`src/rtl/rv32m_pkg.sv`:
```
// -----------------------------------------------------------------------------
// rv32m_pkg
//   Shared types and constants for the RV32M extension blocks.
//   div_state_t   : divider FSM states
//   DIV_WIDTH     : default operand/result width
//   DIV_ZERO_QUO  : quotient returned for division by zero (all ones)
//   DIV_OVF_QUO   : quotient returned for signed overflow (most negative value)
//   DIV_OVF_REM   : remainder returned for signed overflow (zero)
// -----------------------------------------------------------------------------
package rv32m_pkg;

   typedef enum logic [1:0] {IDLE, INIT, ITER, DONE} div_state_t;

   localparam int DIV_WIDTH = 32;

   localparam logic [DIV_WIDTH-1:0] DIV_ZERO_QUO = '1;
   localparam logic [DIV_WIDTH-1:0] DIV_OVF_QUO  = {1'b1, {(DIV_WIDTH-1){1'b0}}};
   localparam logic [DIV_WIDTH-1:0] DIV_OVF_REM  = '0;

endpackage

```
`src/rtl/flex_counter_mul.sv`:
```
// -----------------------------------------------------------------------------
// flex_counter_mul
//   Clearable up-counter with programmable rollover, shared with the multiplier.
//   CLK, nRST      : clock (rising edge), asynchronous active-low reset
//   clear          : synchronous clear to zero (wins over count_enable)
//   count_enable   : advance the count by one this cycle
//   rollover_val   : terminal count
//   rollover_flag  : high in the enabled cycle whose edge brings the count to
//                    rollover_val; the count wraps to zero on that edge
// -----------------------------------------------------------------------------
module flex_counter_mul #(
   parameter int NUM_BITS = 4
) (
   input  logic                CLK,
   input  logic                nRST,
   input  logic                clear,
   input  logic                count_enable,
   input  logic [NUM_BITS-1:0] rollover_val,
   output logic                rollover_flag
);

   logic [NUM_BITS-1:0] count_q, count_d;

   // NOTE: every signal written here gets a default first so no path leaves it
   // unassigned, which is what keeps combinational blocks from inferring latches.
   always_comb begin
      count_d       = count_q;
      rollover_flag = count_enable & ~clear & ((count_q + NUM_BITS'(1)) == rollover_val);
      if (clear) begin
         count_d = '0;
      end else if (count_enable) begin
         count_d = rollover_flag ? '0 : count_q + NUM_BITS'(1);
      end
   end

   // NOTE: state registers use non-blocking assignments so every flop samples
   // the pre-edge values, independent of the order the processes execute.
   always_ff @(posedge CLK or negedge nRST) begin
      if (!nRST) count_q <= '0;
      else       count_q <= count_d;
   end

endmodule

```
`src/rtl/radix2_div32.sv`:
```
// -----------------------------------------------------------------------------
// radix2_div32
//   Iterative restoring divider for RV32M DIV/DIVU/REM/REMU, one quotient bit
//   per cycle. Start/finished handshake matches the pipelined multiplier.
//   CLK, nRST  : clock (rising edge), asynchronous active-low reset
//   dividend   : numerator (rs1), sampled with start
//   divisor    : denominator (rs2), sampled with start
//   is_signed  : 1 = two's-complement operands (DIV/REM), 0 = unsigned
//   start      : 1-cycle request; a start while busy aborts the current op
//   finished   : 1-cycle pulse; quotient/remainder valid from this cycle
//   quotient   : result, held until the next completion
//   remainder  : result, held until the next completion
//   Build option: define DIV_EARLY_OUT_EN to skip the iterations when the
//   result is known up front (divide by zero, signed overflow, |divisor| >
//   |dividend|). Without it every operation takes WIDTH+2 cycles.
// -----------------------------------------------------------------------------
module radix2_div32
   import rv32m_pkg::*;
#(
   parameter int WIDTH = DIV_WIDTH
) (
   input  logic             CLK,
   input  logic             nRST,
   input  logic [WIDTH-1:0] dividend,
   input  logic [WIDTH-1:0] divisor,
   input  logic             is_signed,
   input  logic             start,
   output logic             finished,
   output logic [WIDTH-1:0] quotient,
   output logic [WIDTH-1:0] remainder
);

   localparam int CNT_BITS = $clog2(WIDTH) + 1;

   div_state_t       state_q, state_d;
   logic [WIDTH-1:0] op_a_q, op_a_d, op_b_q, op_b_d;
   logic             op_signed_q, op_signed_d;
   logic [WIDTH-1:0] div_q, div_d, quo_q, quo_d, rem_q, rem_d;
   logic             q_neg_q, q_neg_d, r_neg_q, r_neg_d;
   logic             div_zero_q, div_zero_d, ovf_q, ovf_d;
   logic [WIDTH-1:0] quotient_q, quotient_d, remainder_q, remainder_d;
   logic             finished_q, finished_d;

   logic             cnt_clear, cnt_en, cnt_roll;
   logic             a_neg, b_neg, is_zero, is_ovf;
   logic [WIDTH-1:0] abs_a, abs_b;
   logic [WIDTH:0]   shifted_rem, trial;
`ifdef DIV_EARLY_OUT_EN
   logic             early_out;
`endif

   flex_counter_mul #(.NUM_BITS(CNT_BITS)) u_iter_cnt (
      .CLK          (CLK),
      .nRST         (nRST),
      .clear        (cnt_clear),
      .count_enable (cnt_en),
      .rollover_val (CNT_BITS'(WIDTH)),
      .rollover_flag(cnt_roll)
   );

   // Operand magnitudes and special-case flags, evaluated in INIT from the
   // operands captured with start.
   always_comb begin
      a_neg   = op_signed_q & op_a_q[WIDTH-1];
      b_neg   = op_signed_q & op_b_q[WIDTH-1];
      abs_a   = a_neg ? -op_a_q : op_a_q;
      abs_b   = b_neg ? -op_b_q : op_b_q;
      is_zero = (op_b_q == '0);
      is_ovf  = op_signed_q & (op_a_q == {1'b1, {(WIDTH-1){1'b0}}}) & (op_b_q == '1);
`ifdef DIV_EARLY_OUT_EN
      early_out = is_zero | is_ovf | (abs_b > abs_a);
`endif
   end

   // Restoring step: the partial remainder lives in WIDTH bits between
   // iterations (it is always below the divisor); only the shifted value and
   // the trial difference need the extra bit, whose MSB is the borrow.
   assign shifted_rem = {rem_q, quo_q[WIDTH-1]};
   assign trial       = shifted_rem - {1'b0, div_q};

   always_comb begin
      state_d     = state_q;
      op_a_d      = op_a_q;
      op_b_d      = op_b_q;
      op_signed_d = op_signed_q;
      div_d       = div_q;
      quo_d       = quo_q;
      rem_d       = rem_q;
      q_neg_d     = q_neg_q;
      r_neg_d     = r_neg_q;
      div_zero_d  = div_zero_q;
      ovf_d       = ovf_q;
      quotient_d  = quotient_q;
      remainder_d = remainder_q;
      finished_d  = 1'b0;
      cnt_clear   = 1'b0;
      cnt_en      = 1'b0;

      case (state_q)
         IDLE: ;
         INIT: begin
            div_d      = abs_b;
            quo_d      = abs_a;
            rem_d      = '0;
            q_neg_d    = a_neg ^ b_neg;
            r_neg_d    = a_neg;
            div_zero_d = is_zero;
            ovf_d      = is_ovf;
            cnt_clear  = 1'b1;
            state_d    = ITER;
`ifdef DIV_EARLY_OUT_EN
            if (early_out) begin
               state_d = DONE;
               // Preload the trivial result so DONE's sign fix-up returns
               // quotient 0 and the original dividend as remainder.
               if (abs_b > abs_a) begin
                  quo_d = '0;
                  rem_d = abs_a;
               end
            end
`endif
         end
         ITER: begin
            cnt_en = 1'b1;
            if (!trial[WIDTH]) begin
               rem_d = trial[WIDTH-1:0];
               quo_d = {quo_q[WIDTH-2:0], 1'b1};
            end else begin
               rem_d = shifted_rem[WIDTH-1:0];
               quo_d = {quo_q[WIDTH-2:0], 1'b0};
            end
            if (cnt_roll) state_d = DONE;
         end
         DONE: begin
            finished_d = 1'b1;
            if (div_zero_q) begin
               quotient_d  = WIDTH'(DIV_ZERO_QUO);
               remainder_d = op_a_q;
            end else if (ovf_q) begin
               quotient_d  = WIDTH'(DIV_OVF_QUO);
               remainder_d = WIDTH'(DIV_OVF_REM);
            end else begin
               quotient_d  = q_neg_q ? -quo_q : quo_q;
               remainder_d = r_neg_q ? -rem_q : rem_q;
            end
            state_d = IDLE;
         end
         default: state_d = IDLE;
      endcase

      // A new request always restarts; the DONE results above still register.
      if (start) begin
         state_d     = INIT;
         op_a_d      = dividend;
         op_b_d      = divisor;
         op_signed_d = is_signed;
      end
   end

   // NOTE: every datapath register is reset, not just the FSM, so an aborted
   // op leaves no stale operands or results behind after nRST.
   always_ff @(posedge CLK or negedge nRST) begin
      if (!nRST) begin
         state_q     <= IDLE;
         op_a_q      <= '0;
         op_b_q      <= '0;
         op_signed_q <= 1'b0;
         div_q       <= '0;
         quo_q       <= '0;
         rem_q       <= '0;
         q_neg_q     <= 1'b0;
         r_neg_q     <= 1'b0;
         div_zero_q  <= 1'b0;
         ovf_q       <= 1'b0;
         quotient_q  <= '0;
         remainder_q <= '0;
         finished_q  <= 1'b0;
      end else begin
         state_q     <= state_d;
         op_a_q      <= op_a_d;
         op_b_q      <= op_b_d;
         op_signed_q <= op_signed_d;
         div_q       <= div_d;
         quo_q       <= quo_d;
         rem_q       <= rem_d;
         q_neg_q     <= q_neg_d;
         r_neg_q     <= r_neg_d;
         div_zero_q  <= div_zero_d;
         ovf_q       <= ovf_d;
         quotient_q  <= quotient_d;
         remainder_q <= remainder_d;
         finished_q  <= finished_d;
      end
   end

   assign finished  = finished_q;
   assign quotient  = quotient_q;
   assign remainder = remainder_q;

endmodule

```
`config.mk`:
```
export PLATFORM = sky130hd
export DESIGN_NAME = radix2_div32
export DESIGN_NICKNAME = d
export VERILOG_FILES = /design/src/rtl/rv32m_pkg.sv /design/src/rtl/flex_counter_mul.sv /design/src/rtl/radix2_div32.sv
export SDC_FILE = /design/constraint.sdc
export NUM_CORES = 1
export LEC_CHECK = 0
export BUFFER_PORTS_ARGS = -buffer_cell sky130_fd_sc_hd__buf_2
export CORE_ASPECT_RATIO = 1.25
export CORE_MARGIN = 2
export CORE_UTILIZATION = 30
export DETAILED_ROUTE_END_ITERATION = 10
export SLEW_MARGIN = 20
export SYNTH_ARGS = -nofsm -noshare
export SYNTH_HDL_FRONTEND = slang
export SYNTH_SLANG_ARGS = --single-unit
```
`constraint.sdc`:
```
create_clock -name CLK -period 4 [get_ports CLK]
set_input_delay 0.8 -clock CLK [delete_from_list [all_inputs] [get_ports CLK]]
set_output_delay 0.8 -clock CLK [all_outputs]
set_load 0.05 [all_outputs]
```
### Yosys cells after proc, flatten, opt, wreduce, memory -nomap -nowiden

Cells that the tools add are included.
Widths: inputs -> output; s select.

| word-level totals | value |
|---|---|
| logic and storage cells | 62 |
| input bits | 68 |
| flip-flop bits (word level) | 238 |
| output and inout bits | 65 |

| cells by class | value |
|---|---|
| add/sub/neg operators | 6 |
| reduce and logical (&&, ||, !) cells | 5 |
| equality and inequality tests | 7 |
| bitwise gates (word level) | 8 |
| multiplexer cells | 21 |

Operators by type and width:

| cell | count |
|---|---|
| $mux 32 | 9 |
| $neg 32->32 | 4 |
| $pmux 32 s2 | 2 |
| $eq 32x32->1 const B | 2 |
| $sub 33x32->33 | 1 |
| $logic_not 32->1 | 1 |
| $mux 6 | 3 |
| $add 6x1->6 const B | 1 |
| $and 1x1->1 | 6 |
| $eq 6x6->1 const B | 1 |
| $pmux 2 s3 | 1 |
| $eq 2x2->1 const B | 2 |
| $mux 1 | 4 |
| $mux 2 | 2 |
| $reduce_bool 2->1 | 2 |
| $reduce_bool 4->1 | 1 |
| $ne 3x3->1 const B | 1 |
| $eq 2x1->1 const B | 1 |
| $reduce_and 2->1 | 1 |
| $not 1->1 | 1 |
| $xor 1x1->1 | 1 |

### Logic depth before layout (Yosys ltp)

Gate-level depths: netlist of the first run.

| depth | value |
|---|---|
| depth in word-level cells | 8 |
| gate-level depth with buffers | 13 |
| mapped depth without buffers | 11 |

### Cells and area by module

A second synthesis of the first run with hierarchy kept.

| unflattened totals | value |
|---|---|
| cells, all modules | 1,639 |
| area total of the unflattened synthesis | 14,682.8 um2 |

Modules (own cells, without submodules):

| module | sequential area each (um2) | cells an instance | area an instance (um2) | instances |
|---|---|---|---|---|
| radix2_div32 | 5,805.6 | 1,579 | 14,137.3 | 1 |
| flex_counter_mul | 150.1 | 60 | 545.5 | 1 |

### Worst setup path before layout of the first run

No wires, ideal clock.

| timing path | value |
|---|---|
| kind | reg2reg |
| start | register rem_q[10] |
| end | register rem_q[10] |
| required time | 3,869 ps |
| setup time | 131 ps |
| buffers on the path | 2 |
| clock period less this slack | 2,978 ps |
| slack | 1,022 ps |
| arrival time | 2,847 ps |
| stages on the path, launching flop included | 12 |
| path through | dfrtp_1 > ha_1 > a21oi_1 > o211ai_1 > a221oi_1 > a21oi_1 > or4_1 > nand4_1 > buf_6 > buf_6 > mux2i_1 > o21ai_1 |

| between the ends | value |
|---|---|
| word-level cells in the longest chain between the ends | 3 |

RTL lines:

| item | line | source |
|---|---|---|
| start: declaration | radix2_div32.sv:38 | `logic [WIDTH-1:0] div_q, div_d, quo_q, quo_d, rem_q, rem_d;` |
| start signal: assignment | radix2_div32.sv:185 | `rem_q <= rem_d;` |
| $sub 33x32->33 | radix2_div32.sv:79 | `assign trial = shifted_rem - {1'b0, div_q};` |
| $mux 32 | radix2_div32.sv:125 | `if (!trial[WIDTH]) begin` |
| $pmux 32 s2 | radix2_div32.sv:99 | `case (state_q)` |

Every way passes these cells.
A chain may end at the register's enable or synchronous reset.

### Worst setup path in the final report of the first run

| timing path | value |
|---|---|
| start | register rem_q[10] |
| end | register rem_q[1] |

The elaborated chain is that of the path after synthesis.

==> impl_metrics.tcl, run 1 <==
set metrics [dict create \
    ctsResizeCount 0 \
    powerDensity_nw_per_um2 726 \
    fin_nets 1815 \
    whs_ps 285 \
    max_freq_mhz 279 \
    cts.sinks 238 \
    r2r.worst_path.cells 10 \
    routed_wl_mm 40.3 \
    ys_seq_area_frac 0.411 \
    cts_tree "done" \
    synth_cells 1616 \
    drtPass1Iterations 5 \
    ant_nets 0 \
    rsz0062_at_grt "false" \
    cts_setup_buffers 0 \
    preCtsSetupSlack_ps 459 \
    tns_ps 0 \
    final_layout_size_suffix_gt1_frac 0.166 \
    ys_ff_latch 238 \
    r2r_start "rem_q[10]" \
    initial_core_util 0.302 \
    final-hold-violation-count 0 \
    die_h_um 250 \
    start_kind "register" \
    relSlewSlack 0.306 \
    core_area_sq_um 48000 \
    via_count 11860 \
    fin_cells 2368 \
    critical_path_required_ps 4460 \
    htree_levels 1 \
    grtUsageTotal 0.160 \
    fin_ws_ps 410 \
    comb_power_share 0.453 \
    grt_max_degree 98 \
    wl_per_cell_um 17.0 \
    reg2reg_to "rem_q[1]" \
    grt_pass1_wl_mm 65.0 \
    synth.distinct_cells 71 \
    crit_type "reg2reg" \
    drc 0 \
    outcome "finished clean" \
    p_seq_frac 0.321 \
    clk_transition_reported_paths_ps 60 \
    cts_buffer_depth 3 \
    setup_viol 0 \
    synthesis.area_sq_um 14500 \
    clk_latency_ps 560 \
    min_path_type "in2async" \
    rrSetupSlack_ps 410 \
    synth_warnings 0 \
    syn-num-nets 1728 \
    p_sw_mw 5.53 \
    syn_area_per_cell_sq_um 8.97 \
    io_pins 133 \
    skew_ps 17.3 \
    die-area_sq_um 50100 \
    finalCriticalPeriod_ps 3590 \
    final_common_cell "dfrtp_1" \
    fin_crit_sh 0.898 \
    cts_buffers 27 \
    timing.critical_path.from "rem_q[10]" \
    dpl.hpwl_mm 30.0 \
    gp_congestion 0.874 \
    final_cell_mix "dfrtp_1 (237), a21oi_1 (184), nor2_1 (169), nand2_1 (138), buf_2 (130)" \
    dp_cells 2318 \
    cp.arrival_ps 4050 \
    switching_share 0.454 \
    clock_power_share 0.226 \
    synth_edf_count 0 \
    path_max_fanout 38 \
    grt_overflow 0 \
    worstSetupEndpointType "register" \
    p_leak_nw 7.17 \
    synthFlopType "dfrtp_1" \
    row_count 90 \
    grt_pass1_vias 11942 \
    maxSlewViolCount 0 \
    cts_root_buffer "clkbuf_16" \
    via_per_inst 5.01 \
    drt_iter0_markers 697 \
    die_x_um 201 \
    maxCapViolations 0 \
    worstMarginPinSlew_ps 1040 \
    cts_hold_buf 0 \
    synthArstFlopShare 1.00 \
    antenna_cells 0 \
    antenna_found_initial 0 \
    ir_drop_uv 350 \
    syn_to_final_growth_pct 15.8 \
    fin_util 0.350 \
    internal-power_mw 6.66 \
    port_buffers 132 \
]
per-stage QoR:
stage / power, mW / instance area, sq um
after detailed placement: 9.50 / 15800
after CTS: 12.3 / 16800
final: 12.2 / 16800
after global routing: 13.1 / 16800
after floorplan: 8.03 / 14500
after global placement: 9.40 / 15800
cell type report:
type	instances	area, sq um
Fill cell	5042	31200
Multi-Input combinational cell	1228	7980
Sequential cell	238	5960
Timing Repair Buffer	151	853
Tap cell	644	806
Clock buffer	30	697
Clock inverter	20	288
Inverter	57	214
critical path: stages (launching register included):
cell,delay (ps)
dfrtp_1,490
ha_1,390
a21oi_1,280
o211ai_1,140
a221oi_1,560
a21oi_1,200
or4_1,530
nand4_1,150
buf_12,260
mux2_2,360
o21ai_0,130
power by group through the flow:
stage	combinational [mW]	clock, mW	sequential, mW
after floorplan	3.13	0	4.90
final	5.53	2.75	3.91
after CTS	5.57	2.83	3.92
after global routing	6.11	2.91	4.04
after detailed placement	5.54	0	3.96
after global placement	5.48	0	3.92
Yosys cell counts (10+ instances only):
cell      count  area [sq um]
dfrtp_1     238          5960
a21oi_1     184           921
nor2_1      169           634
nand2_1     138           518
o21ai_0     103           515
clkbuf_1     83           312
xnor2_1      73           639
xor2_1       66           578
mux2_2       64           721
inv_1        57           214
ha_1         43           538
nor3_1       36           180
mux2i_1      32           320
o31ai_1      24           180
a21o_1       18           135
a22oi_1      18           135
o22a_1       16           140
nand2b_1     14          87.6
nand4_1      14          87.6
o41ai_1      14           123
or3_1        14          87.6
a31oi_1      13          81.3
nor2b_1      12          75.1
nor4_1       12          75.1
o21a_1       12          90.1
or4_1        12          90.1
o21ai_1      11          55.1
and2_1       10          62.6
nand3_1      10          50.1
sequential cells by signal, indices dropped and copies added (netlist names):
signal and count:
div_q 32, op_a_q 32, op_b_q 32, quo_q 32, quotient 32, rem_q 32
remainder 32, u_iter_cnt.count_q 6, state_q 2, div_zero_q 1, finished 1, op_signed_q 1
ovf_q 1, q_neg_q 1, r_neg_q 1
routing by layer:
layer	part of all wire	track usage	up-vias
met2	0.48	0.273	239
met3	0.042	0.0223	76
met5	0	0	-
met4	0.042	0.0701	0
li1	-	-	5939
met1	0.44	0.201	5606
worst max-delay path by stage:
stage	endpoint	slack, ps	cells after the start
detailed placement	rem_q[1]	460	10
finish	rem_q[1]	410	10
global placement	rem_q[1]	480	10
floorplan	rem_q[10]	1020	11
CTS	rem_q[1]	440	10
global route	rem_q[1]	140	10
cell families after synthesis:
family | Yosys count | synth area share
xor+xnor | 139 | 0.0839
flops | 238 | 0.411
mux | 96 | 0.0718
simple gates | 483 | 0.160
compound gates | 466 | 0.195
fa+ha+maj | 44 | 0.0385
buf+inv | 150 | 0.0405
(Power assumes the default switching activity.)
==> inputs of run 2 (changes only) <==
--- a/config.mk
+++ b/config.mk
@@ -6,8 +6,8 @@
 export NUM_CORES = 1
 export LEC_CHECK = 0
 export BUFFER_PORTS_ARGS = -buffer_cell sky130_fd_sc_hd__buf_2
-export CORE_ASPECT_RATIO = 1.25
-export CORE_MARGIN = 2
+export CAP_MARGIN = 10
+export CORE_ASPECT_RATIO = 0.8
 export CORE_UTILIZATION = 30
 export DETAILED_ROUTE_END_ITERATION = 10
 export SLEW_MARGIN = 20
==> impl_metrics.tcl, run 2 (same netlist as run 1, synthesis figures left out) <==
set metrics [dict create \
    min_path_type "in2async" \
    antenna_cells 0 \
    drtPass1Iterations 10 \
    dp_cells 2297 \
    path_max_fanout 38 \
    path_cells "ha_1, a21oi_1, o211ai_1, a221oi_1, a21oi_1, or4_1, nand4_1, buf_12, mux2_2, o21ai_0" \
    final_common_cell "dfrtp_1" \
    violations "DRC" \
    initial_core_util 0.306 \
    fin_util 0.354 \
    dr_wl_met2_mm 18.0 \
    wl_per_cell_um 18.5 \
    fin_nets 1819 \
    grt_overflow 0 \
    tns_ps 0 \
    maxSlewViolCount 0 \
    final_cell_mix "dfrtp_1 (237), a21oi_1 (184), nor2_1 (169), nand2_1 (138), buf_2 (131)" \
    grt_max_degree 119 \
    crit_top_cell "a21oi_1" \
    r2r_start "rem_q[10]" \
    ctsResizeCount 0 \
    drc 4 \
    cts_tree "done" \
    final_layout_size_suffix_gt1_frac 0.168 \
    whs_ps 295 \
    start_kind "register" \
    crit_type "reg2reg" \
    critPathSlowestCell "or4_1" \
    cts_buffers 28 \
    cts_setup_buffers 0 \
    port_buffers 132 \
    cts_buffer_depth 3 \
    p_leak_nw 7.20 \
    core_area_sq_um 47300 \
    drt_iter0_markers 1009 \
    grt_pass1_wl_mm 67.7 \
    dr_wl_met3_mm 2.57 \
    routed_wl_mm 43.4 \
    cts_hold_buf 0 \
    total_power_mw 12.3 \
    row_count 71 \
    worstMarginPinSlew_ps 984 \
    post-route-cell-area_sq_um 16800 \
    max_freq_mhz 289 \
    skew_ps 15.8 \
    relSlewSlack 0.342 \
    cts.sinks 238 \
    outcome "finished with violations" \
    finalCriticalPeriod_ps 3460 \
    cpPeakStageDelay_ps 530 \
    via_count 12422 \
    rsz0062_at_grt "false" \
    timing.critical_path.from "rem_q[10]" \
    die_x_um 248 \
    fin_ws_ps 538 \
    grt_pass1_vias 11665 \
    io_pins 133 \
    top_layer "met4" \
    dpl.hpwl_mm 32.5 \
    antenna_found_initial 0 \
    die-area_sq_um 49200 \
    cp.arrival_ps 3940 \
    grtUsageTotal 0.176 \
    gp_congestion 0.926 \
    htree_levels 1 \
    via_per_inst 5.29 \
    powerDensity_nw_per_um2 735 \
    die_h_um 199 \
    place_area_sq_um 15800 \
    preCtsSetupSlack_ps 573 \
    clk_latency_ps 570 \
    setup_viol 0 \
    drt-met1-wl_mm 21.8 \
    ir_drop_uv 370 \
    clk_transition_reported_paths_ps 60 \
    fin_crit_sh 0.865 \
    final-hold-violation-count 0 \
    worstSetupEndpointType "register" \
    critical_path_required_ps 4480 \
    cts_root_buffer "clkbuf_16" \
    fin_cells 2349 \
    maxCapViolations 0 \
    syn_to_final_growth_pct 15.6 \
    ant_nets 0 \
]
run 2: worst paths after layout:
kind | endpoint | slack, ps | cells after the start
min | quotient[16] | 300 | 1
min in group CLK | op_a_q[24] | 450 | 3
min reg2reg | quotient[2] | 490 | 1
max | rem_q[1] | 540 | 10
max reg2reg | rem_q[1] | 540 | 10
max in group asynchronous | rem_q[6] | 2780 | 2
run 2: report_power, final:
part / internal, mW / switching [mW]
clock: 1.66 / 1.08
combinational: 1.80 / 3.84
sequential: 3.20 / 0.750
total: 6.65 / 5.67
run 2: per-layer routing:
metal  vias to the layer above  GRT usage
li1                       5934          -
met1                      6105      0.268
met2                       328      0.249
met3                        55     0.0291
met4                         0     0.0520
met5                         -          0
run 2: final cells by class:
class,instances,area (sq um)
clock buffer,36,792
clock inverter,16,196
fill,4817,30600
inverter,57,214
multi-input combinational,1228,7980
sequential,238,5960
tap,620,776
timing repair buffer,154,861
run 2: worst max-delay path, delay by kind of cell (launching register included):
family,cells,cell delay [ps]
buffers and inverters,1,260
muxes,1,370
DFF,1,490
AOI/OAI and AO/OA,5,1170
and+or+nand+nor,2,680
adders and majority gates,1,380
==> inputs of run 3 (changes only) <==
--- a/config.mk
+++ b/config.mk
@@ -10,6 +10,8 @@
 export CORE_ASPECT_RATIO = 0.8
 export CORE_UTILIZATION = 30
 export DETAILED_ROUTE_END_ITERATION = 10
+export GPL_TIMING_DRIVEN = 0
+export MAX_ROUTING_LAYER = met4
 export SLEW_MARGIN = 20
 export SYNTH_ARGS = -nofsm -noshare
 export SYNTH_HDL_FRONTEND = slang
==> impl_metrics.tcl, run 3 (same netlist as run 1, synthesis figures left out) <==
set metrics [dict create \
    antenna_cells 0 \
    internal-power_mw 6.65 \
    clk_transition_reported_paths_ps 60 \
    cts.sinks 238 \
    cp.arrival_ps 4110 \
    initial_core_util 0.306 \
    rrSetupSlack_ps 330 \
    final_common_cell "dfrtp_1" \
    grt_overflow 0 \
    drtPass1Iterations 8 \
    grtUsageTotal 0.201 \
    path_max_fanout 10 \
    reg2reg_to "rem_q[30]" \
    max_freq_mhz 273 \
    gr-usage-met1 0.296 \
    dp_cells 2369 \
    worstSetupEndpointType "register" \
    fin_cells 2422 \
    ctsResizeCount 0 \
    r2r_start "rem_q[12]" \
    r2r.worst_path.cells 11 \
    via_per_inst 5.37 \
    dpl.hpwl_mm 36.9 \
    p_seq_frac 0.314 \
    min_path_type "in2async" \
    cts_tree "done" \
    tns_ps 0 \
    outcome "finished with violations" \
    cts_buffers 29 \
    finalCriticalPeriod_ps 3670 \
    fin_ws_ps 334 \
    htree_levels 1 \
    maxSlewViolCount 0 \
    drt_iter0_markers 1230 \
    cts_buffer_depth 3 \
    core_area_sq_um 47300 \
    die_x_um 248 \
    antenna_found_initial 0 \
    via_count 12997 \
    comb_power_share 0.474 \
    grt_use_met2 0.280 \
    gp_congestion 0.904 \
    maxCapViolations 0 \
    rsz0062_at_grt "false" \
    row_count 71 \
    skew_ps 10.9 \
    grt_pass1_vias 12438 \
    routed_wl_mm 47.8 \
    fin_crit_sh 0.917 \
    powerDensity_nw_per_um2 743 \
    die_h_um 199 \
    ir_drop_uv 464 \
    busiest_layer "met1" \
    cts_root_buffer "clkbuf_16" \
    violations "DRC" \
    ant_nets 0 \
    start_kind "register" \
    grtUsageMet3 0.0413 \
    clock_power_share 0.212 \
    final_cell_mix "dfrtp_1 (238), a21oi_1 (184), nor2_1 (169), nand2_1 (138), buf_2 (132)" \
    wl_per_cell_um 19.7 \
    switching_share 0.473 \
    port_buffers 131 \
    drc 4 \
    final-hold-violation-count 0 \
    cts_setup_buffers 0 \
    setup_viol 0 \
    critical_path_required_ps 4440 \
    crit_type "reg2reg" \
    fin_nets 1892 \
    clk_latency_ps 570 \
    io_pins 133 \
    syn_to_final_growth_pct 17.0 \
    p_leak_nw 7.25 \
    cts_hold_buf 0 \
    grt_max_degree 98 \
    worstMarginPinSlew_ps 894 \
    final_layout_size_suffix_gt1_frac 0.149 \
    preCtsSetupSlack_ps 376 \
    relSlewSlack 0.398 \
    p_sw_mw 5.97 \
    grt_pass1_wl_mm 74.2 \
    die-area_sq_um 49200 \
]
-- run 3: power groups by stage --
stage          Combinational [mW]  Clock (mW)  Sequential, mW
6_report                     5.98        2.67            3.96
5_1_grt                      6.54        2.82            4.07
4_1_cts                      5.94        2.72            3.95
3_5_place_dp                 5.91           0            3.99
3_3_place_gp                 5.84           0            3.96
2_1_floorplan                3.13           0            4.90
-- run 3: how the worst max path moves through the flow --
| stage | from | to | slack (ps) | cells past startpoint |
|---|---|---|---|---|
| 2_1_floorplan | rem_q[10] | rem_q[10] | 1020 | 11 |
| 3_3_place_gp | nRST | op_b_q[2] | -2150 | 1 |
| 3_5_place_dp | rem_q[10] | rem_q[30] | 380 | 11 |
| 4_1_cts | rem_q[10] | rem_q[30] | 340 | 11 |
| 5_1_grt | rem_q[10] | rem_q[30] | 90 | 11 |
| 6_report | rem_q[12] | rem_q[30] | 330 | 11 |
-- run 3: cell type report --
class / instances / area (sq um)
fillers: 4808 / 30400
multi-input cells: 1228 / 7960
flip-flops and latches: 238 / 5960
clock buffers: 45 / 876
well taps: 620 / 776
repair buffers: 133 / 721
plain buffers: 93 / 374
inverters: 57 / 214
clock inverters: 8 / 93.8
-- run 3: critical path, stage by stage, from the launching register on --
cell and delay (ps):
dfrtp_1 560, ha_1 370, a21oi_1 250, o211ai_1 160
a221oi_1 580, a21oi_1 240, or4_1 540, nand4_1 140
buf_6 180, buf_4 210, a2bb2oi_1 180, o21ai_0 120
-- run 3: per-stage QoR --
step                power [mW]  hold slack (ps)  area (sq um)  utilization
floorplan                 8.03              472         14500            -
CTS                       12.6              163         17000        0.358
global route              13.4              187         17000        0.358
finish                    12.6              165         17000        0.358
detailed placement        9.90              480         16000        0.338
global placement          9.80              474         15900        0.337
-- run 3: layer usage --
metal / wire length, um / vias to the layer above / share of wire
met5: 0 / - / 0
met4: 854 / 0 / 0.018
met3: 4100 / 57 / 0.086
met2: 19600 / 498 / 0.41
met1: 23200 / 6362 / 0.49
li1: - / 6080 / -
